`src/rtl/sort_pkg.sv`:
```
// Shared definitions for the in-place bubble-sort controller: FSM states,
// default geometry and the reference memory preload image.
package sort_pkg;

    localparam int DEF_ADDR_W    = 4;
    localparam int DEF_DATA_W    = 8;
    localparam int DEF_LAST_ADDR = 8;

    typedef enum logic [2:0] {
        IDLE,
        LOAD_LAST,
        READ_A,
        READ_B,
        CMP,
        SWAP_LO,
        SWAP_HI,
        FINISH
    } state_t;

    // Index 15 is leftmost: cells 0..7 hold the array, cell 8 the last index.
    localparam logic [2**DEF_ADDR_W-1:0][DEF_DATA_W-1:0] PRELOAD = {
        8'hF0, 8'hE0, 8'hD0, 8'hC0, 8'hB0, 8'hA0, 8'h90,
        8'd7,
        8'd8, 8'd5, 8'd4, 8'd6, 8'd1, 8'd2, 8'd3, 8'd7
    };

endpackage

```
`src/rtl/sort_controller.sv`:
```
// Sequences a 16x8 memory (combinational read, synchronous write) through an
// ascending unsigned bubble sort with early exit, counting swaps.
module sort_controller
    import sort_pkg::*;
#(
    parameter int ADDR_W    = DEF_ADDR_W,
    parameter int DATA_W    = DEF_DATA_W,
    parameter int LAST_ADDR = DEF_LAST_ADDR
) (
    input  logic              clk,
    input  logic              reset,
    input  logic              start,
    output logic              busy,
    output logic              done,
    output logic [DATA_W-1:0] swap_count,
    output logic [ADDR_W-1:0] mem_raddr,
    input  logic [DATA_W-1:0] mem_rdata,
    output logic              mem_we,
    output logic [ADDR_W-1:0] mem_waddr,
    output logic [DATA_W-1:0] mem_wdata
);

    localparam logic [ADDR_W-1:0] LAST_A    = ADDR_W'(LAST_ADDR);
    localparam logic [ADDR_W-1:0] LAST_M1_A = ADDR_W'(LAST_ADDR - 1);
    localparam logic [DATA_W-1:0] LAST_M1_D = DATA_W'(LAST_ADDR - 1);

    state_t              state_q, state_d;
    logic [ADDR_W-1:0]   i_q, i_d;
    logic [ADDR_W-1:0]   lim_q, lim_d;
    logic [DATA_W-1:0]   a_q, a_d;
    logic [DATA_W-1:0]   b_q, b_d;
    logic                swapped_q, swapped_d;
    logic [DATA_W-1:0]   swap_count_q, swap_count_d;
    logic                advance;

    function automatic logic [DATA_W-1:0] sat_inc(input logic [DATA_W-1:0] v);
        return (&v) ? v : v + DATA_W'(1);
    endfunction

    always_ff @(posedge clk or posedge reset) begin
        if (reset) begin
            state_q      <= IDLE;
            i_q          <= '0;
            lim_q        <= '0;
            a_q          <= '0;
            b_q          <= '0;
            swapped_q    <= 1'b0;
            swap_count_q <= '0;
        end else begin
            state_q      <= state_d;
            i_q          <= i_d;
            lim_q        <= lim_d;
            a_q          <= a_d;
            b_q          <= b_d;
            swapped_q    <= swapped_d;
            swap_count_q <= swap_count_d;
        end
    end

    always_comb begin
        state_d      = state_q;
        i_d          = i_q;
        lim_d        = lim_q;
        a_d          = a_q;
        b_d          = b_q;
        swapped_d    = swapped_q;
        swap_count_d = swap_count_q;
        advance      = 1'b0;
        mem_raddr    = '0;
        mem_we       = 1'b0;
        mem_waddr    = '0;
        mem_wdata    = '0;

        unique case (state_q)
            IDLE: begin
                if (start) begin
                    state_d      = LOAD_LAST;
                    swap_count_d = '0;
                end
            end
            LOAD_LAST: begin
                mem_raddr = LAST_A;
                // Clamp at full data width so large counts cannot wrap into range.
                lim_d = (mem_rdata > LAST_M1_D) ? LAST_M1_A : mem_rdata[ADDR_W-1:0];
                if (lim_d == '0) begin
                    state_d = FINISH;
                end else begin
                    i_d       = '0;
                    swapped_d = 1'b0;
                    state_d   = READ_A;
                end
            end
            READ_A: begin
                mem_raddr = i_q;
                a_d       = mem_rdata;
                state_d   = READ_B;
            end
            READ_B: begin
                mem_raddr = i_q + ADDR_W'(1);
                b_d       = mem_rdata;
                state_d   = CMP;
            end
            CMP: begin
                if (a_q > b_q) state_d = SWAP_LO;
                else           advance = 1'b1;
            end
            SWAP_LO: begin
                mem_we    = 1'b1;
                mem_waddr = i_q;
                mem_wdata = b_q;
                state_d   = SWAP_HI;
            end
            SWAP_HI: begin
                mem_we       = 1'b1;
                mem_waddr    = i_q + ADDR_W'(1);
                mem_wdata    = a_q;
                swapped_d    = 1'b1;
                swap_count_d = sat_inc(swap_count_q);
                advance      = 1'b1;
            end
            FINISH: begin
                state_d = IDLE;
            end
            default: begin
                state_d = IDLE;
            end
        endcase

        // swapped_d already reflects a swap completed in this cycle.
        if (advance) begin
            if ((i_q + ADDR_W'(1)) < lim_q) begin
                i_d     = i_q + ADDR_W'(1);
                state_d = READ_A;
            end else if (!swapped_d || lim_q == ADDR_W'(1)) begin
                state_d = FINISH;
            end else begin
                lim_d     = lim_q - ADDR_W'(1);
                i_d       = '0;
                swapped_d = 1'b0;
                state_d   = READ_A;
            end
        end
    end

    assign busy       = (state_q != IDLE);
    assign done       = (state_q == FINISH);
    assign swap_count = swap_count_q;

endmodule

```
`config.mk`:
```
export PLATFORM = sky130hd
export DESIGN_NAME = sort_controller
export DESIGN_NICKNAME = d
export VERILOG_FILES = /design/src/rtl/sort_pkg.sv /design/src/rtl/sort_controller.sv
export SDC_FILE = /design/constraint.sdc
export NUM_CORES = 1
export LEC_CHECK = 0
export CAP_MARGIN = 0
export CORE_MARGIN = 3
export CORE_UTILIZATION = 53
export CTS_CLUSTER_SIZE = 24
export DETAILED_ROUTE_END_ITERATION = 8
export MAX_ROUTING_LAYER = met4
export PLACE_DENSITY = 0.82
export SLEW_MARGIN = 40
export SYNTH_ARGS = -nofsm -noshare
export SYNTH_HDL_FRONTEND = slang
export SYNTH_SLANG_ARGS = --single-unit
```
`constraint.sdc`:
```
create_clock -name clk -period 2.9 [get_ports clk]
set_input_delay 0.58 -clock clk [delete_from_list [all_inputs] [get_ports clk]]
set_output_delay 0.58 -clock clk [all_outputs]
set_load 0.005 [all_outputs]
```
# Word-level counts from Yosys, hierarchy flattened
# Index checks and enable logic that the tools add are counted.
word_totals:
  in_bits: 11
  wordCells: 67
  output_inout_bits: 27
  ff_bits: 36
classes:
  n_reduce_logical: 11
  eq_ne: 12
  n_addsub: 3
  n_mux: 31
  order_cmp: 3
op_table:
  columns: ["cell", "n"]
  rows:
  - ["2-to-1 mux 4 bit", 10]
  - ["one-hot mux 8 bit (2 select lines)", 2]
  - ["one-hot mux 3 bit (7 select lines)", 1]
  - ["2-to-1 mux 3 bit", 6]
  - ["2-to-1 mux 8 bit", 2]
  - ["== test 3 bit (second input constant)", 4]
  - ["one-hot mux 4 bit (3 select lines)", 1]
  - ["adder 8 x 1 -> 8 bit (second input constant)", 1]
  - ["> comparator 8 x 3 -> 1 bit (second input constant)", 1]
  - ["> comparator 8 bit", 1]
  - ["one-hot mux 4 bit (2 select lines)", 1]
  - ["AND reduction 8 bit", 1]
  - ["nonzero test 8 bit", 1]
  - ["== test 3 x 2 -> 1 bit (second input constant)", 2]
  - ["2-to-1 mux 1 bit", 6]
  - ["inequality test 3 bit (second input constant)", 2]
  - ["AND reduction 3 bit", 2]
  - ["adder 4 x 1 -> 4 bit (second input constant)", 1]
  - ["== test 4 x 1 -> 1 bit (second input constant)", 1]
  - ["zero test 4 bit", 1]
  - ["< comparator 4 bit", 1]
  - ["inequality test 2 bit (second input constant)", 2]
  - ["one-hot mux 1 bit (2 select lines)", 2]
  - ["subtractor 4 x 1 -> 4 bit (second input constant)", 1]
  - ["other kinds (7)", 7]

# Longest topological paths before layout
depth:
  ltp_word: 10
  mapped_depth: 8
  depth_no_buf: 8

# Worst setup path after synthesis
# No wires, ideal clock.
synth_timing:
  kind: "reg2reg"
  start: "register i_q[0]"
  end: "register lim_q[1]"
  arrival_time_ns: 2.288
  period_less_slack_ns: 2.367
  required_time_ns: 2.821
  path_stages_with_launch: 8
  n_path_buf: 0
  slack_ns: 0.533
  setup_time_ns: 0.079
  path_cell_list: "dfrtp_1 ha_1 ha_1 a2111oi_0 or3_1 nor4_2 and2_1 mux2i_1"
synth_between:
  elab_chain_cells: 4
synth_lines:
  columns: ["item", "line", "source"]
  rows:
  - ["from (decl)", "sort_controller.sv:28", "logic [ADDR_W-1:0] i_q, i_d;"]
  - ["from (signal assigned)", "sort_controller.sv:51", "i_q <= i_d;"]
  - ["adder 4 x 1 -> 4 bit", "sort_controller.sv:131", "if ((i_q + ADDR_W'(1)) < lim_q) begin"]
  - ["< comparator 4 bit", "sort_controller.sv:131", null]
  - ["2-to-1 mux 4 bit", "sort_controller.sv:131", null]
  - ["2-to-1 mux 4 bit", "sort_controller.sv:130", "if (advance) begin"]
  - ["via lim_d[1]", "sort_controller.sv:29", "logic [ADDR_W-1:0] lim_q, lim_d;"]
  - ["to (signal assigned)", "sort_controller.sv:52", "lim_q <= lim_d;"]
  - ["to (decl)", "sort_controller.sv:29", null]
# The timed path passes the listed nets, and every way through them passes these cells.
# A chain may end at the register's enable or synchronous reset.

# Worst setup path in the final report
layout_timing:
  start: "register i_q[0]"
  end: "output mem_waddr[2]"
layout_between:
  elab_chain_cells: 2
layout_lines:
  columns: ["item", "line", "source"]
  rows:
  - ["adder 4 x 1 -> 4 bit", "sort_controller.sv:115", "mem_waddr = i_q + ADDR_W'(1);"]
  - ["one-hot mux 4 bit (2 select lines)", "sort_controller.sv:74", "unique case (state_q)"]
  - ["to (decl)", "sort_controller.sv:19", "output logic [ADDR_W-1:0] mem_waddr,"]
# No other way between the ends.

==> results.md <==
- #FFs+latches synth: 36
- Die Wd: 71.8 µm
- Final Max Slew Viols: 0
- CTS tree: yes
- EDFF count, synth: 0
- Final setup margin: 0.209 ns
- I/O pin count: 38
- PortBufs: 37
- Post-DP HPWL: 4.00 mm
- TritonRoute pass-1 iters: 4
- Fraction of layout cells with a size suffix above 1: 8.83%
- Critical path capture point type: output pin
- Routed vias: 1917
- Initial DRC Count: 111
- Period utilisation layout: 92.8%
- Root Buffer: clkbuf_8
- Clock latency on the worst-skew pair: 0.29 ns
- H-tree Lvls: 2
- GRT overflow: 0
- Clock slew at reported path FFs: 0.06 ns
- Clock sinks: 36
- Gpl congestion: 0.937
- Initial Util: 56.2%
- Fmax: 372 MHz
- Post-Syn Area: 2300 µm²
- Pwr Total: 3.01 mW
- Post-CTS Setup Inserts: 0
- Synthesized instance count: 236
- Die ar.: 5160 µm²
- FILL cells: 333
- Layout Nets: 309
- Row Count: 23
- Largest net degree at the start of global routing: 37
- Top sig layer: met4
- RSZ-0062 raised after global routing: no
- DR WL met2: 2.71 mm
- Final ANT Viol Nets: 0
- Area growth syn-to-layout: 24.1%
- Die Y: 71.8 µm
- Count of cell types in the netlist: 47
- Final TNS setup: 0 ns
- Max clock buf depth: 2
- Minimum clock period: 2.69 ns
- Syn_area_per_cell: 9.73 µm²
- FFs w/ async S/R, synth: 100%
- Number of vias per cell: 5.76
- Top cells by area, synth: dfrtp_1, ha_1, mux2_1
- Crit Path Class: reg2out
- ANT cells: 0
- Register area share after synthesis: 39.2%
- Leakage power: 1.20 nW
- DR WL/cell: 16.2 µm
- Final clock skew: 0.00615 ns
- First-pass GRT wire length: 8.90 mm
- CTS-repair resized insts: 0
- Yosys warns: 0
- Wl on met1: 2.41 mm
- TritonCTS Buffers: 5
- Hold crit path type: reg2reg
- Max VDD drop: 0.542 mV
- DP Worst Slack: 0.176 ns
- # Max-Cap Violations: 0
- Worst hold slack: 0.511 ns
- Share of the synthesized area in the top cell type: 39.2%
- Power per cell area: 1060 nW/µm²
- Sequential Area: 901 µm²
- Worst-path fanout max: 7
- Final Hold Viols: 0
- Most used flip-flop cell after synthesis: dfrtp_1
- Slew HR: 51.0%
- Status: complete, no violations
- Hold buffer count at cts: 0
- Core area: 4090 µm²
- GRT Util Overall: 23.1%
- Vias in the first global route: 1864
- # setup viols final: 0
- Multi-input gate area: 1310 µm²
- Initial antenna violation count: 0
- Met3 WL: 186 µm
- Syn_nets: 262
- Setup crit start kind: flip-flop
- DRT Wirelength: 5.38 mm
- DRC: 0
- Cell taking the most area after synthesis: dfrtp_1
- Worst Path Arrival: 2.11 ns
- Required time worst endpoint: 2.32 ns
- Worst-margin pin slew: 0.735 ns
==> worst max-delay path: stages (launching register included) <==
cell and delay [ns]:
dfrtp_1 0.51, ha_1 0.24, xor2_1 0.32, a22oi_1 0.12, nor2b_1 0.12, clkdlybuf4s50_1 0.51
==> cells in the mapped netlist, drive strengths merged, types with 2 or more instances <==
cell type  count
dfrtp         36
nand2         19
inv           17
ha            15
mux2          15
o21ai         15
nor2b         14
nor2          12
a22oi         11
nand3          9
a21oi          8
nor3           6
clkbuf         5
mux2i          4
xnor2          4
xor2           4
a32o           3
and2           3
nand2b         3
nand4          3
o31ai          3
or4            3
a211oi         2
and3b          2
nand4b         2
o211ai         2
o21a           2
or3            2
==> report_power, final <==
group	internal, mW	switching, mW
combinational	0.855	0.823
sequential	0.718	0.277
clock	0.163	0.173
total	1.74	1.27
==> sequential cells by signal, summed over array words and instances, names as in the netlist <==
signal / flops
swapped_q: 1
b_q: 8
lim_q: 4
swap_count: 8
state_q: 3
a_q: 8
i_q: 4
==> placed cells by master (no fill, tap or decap), types with 5 or more instances in the layout <==
master / netlist / final
nor3_1: 5 / 5
clkbuf_8: 0 / 5
nor2b_1: 14 / 14
buf_4: 0 / 9
mux2_1: 15 / 15
inv_1: 16 / 16
a22oi_1: 11 / 11
o21ai_1: 10 / 10
a21oi_1: 7 / 7
nand2_1: 19 / 19
dfrtp_1: 36 / 36
ha_1: 15 / 15
clkdlybuf4s50_1: 0 / 37
nor2_1: 12 / 12
nand3_1: 9 / 9
==> routing by layer <==
layer,GRT usage [%],vias to the layer above
li1,-,946
met1,29.3,923
met2,36.9,43
met3,4.21,5
met4,8.14,0
met5,-,-
==> cell type report <==
type                    count  area share (%)
flip-flops and latches     36            31.6
multi-input cells         177            45.9
inverters                  17            2.24
well taps                  50            2.19
clock buffers               6            2.55
clock inverters             1           0.176
repair buffers             46            15.4
==> stage by stage <==
step,instances,cell area [µm²],utilization [%]
after detailed placement,326,2770,67.9
after floorplan,236,2300,-
after CTS,333,2850,69.7
final,333,2850,69.7
after global routing,333,2850,69.7
after global placement,326,2770,67.9
==> logic make-up (layout without fill, tap and decap cells) <==
group / after synthesis / in the layout / synth area share [%]
and+or+nand+nor: 82 / 82 / 19.9
buffers and inverters: 23 / 70 / 3.81
xor gates and xnor gates: 8 / 8 / 3.05
AOI/OAI and AO/OA: 53 / 53 / 16.7
muxes: 19 / 19 / 9.10
adders and majority gates: 15 / 15 / 8.17
DFF: 36 / 36 / 39.2
==> final timing paths <==
| path | slack, ns | depth (start not counted) | to | start |
|---|---|---|---|---|
| max in group asynchronous | 1.88 | 3 | lim_q[3] | reset |
| min in group asynchronous | 0.68 | 3 | b_q[3] | reset |
| max | 0.21 | 5 | mem_waddr[2] | i_q[0] |
| max reg2reg | 0.25 | 9 | lim_q[1] | i_q[0] |
| min | 0.51 | 1 | lim_q[3] | lim_q[3] |
| min reg2reg | 0.51 | 1 | lim_q[3] | lim_q[3] |
No activity file was read; power rests on OpenSTA's default activity.
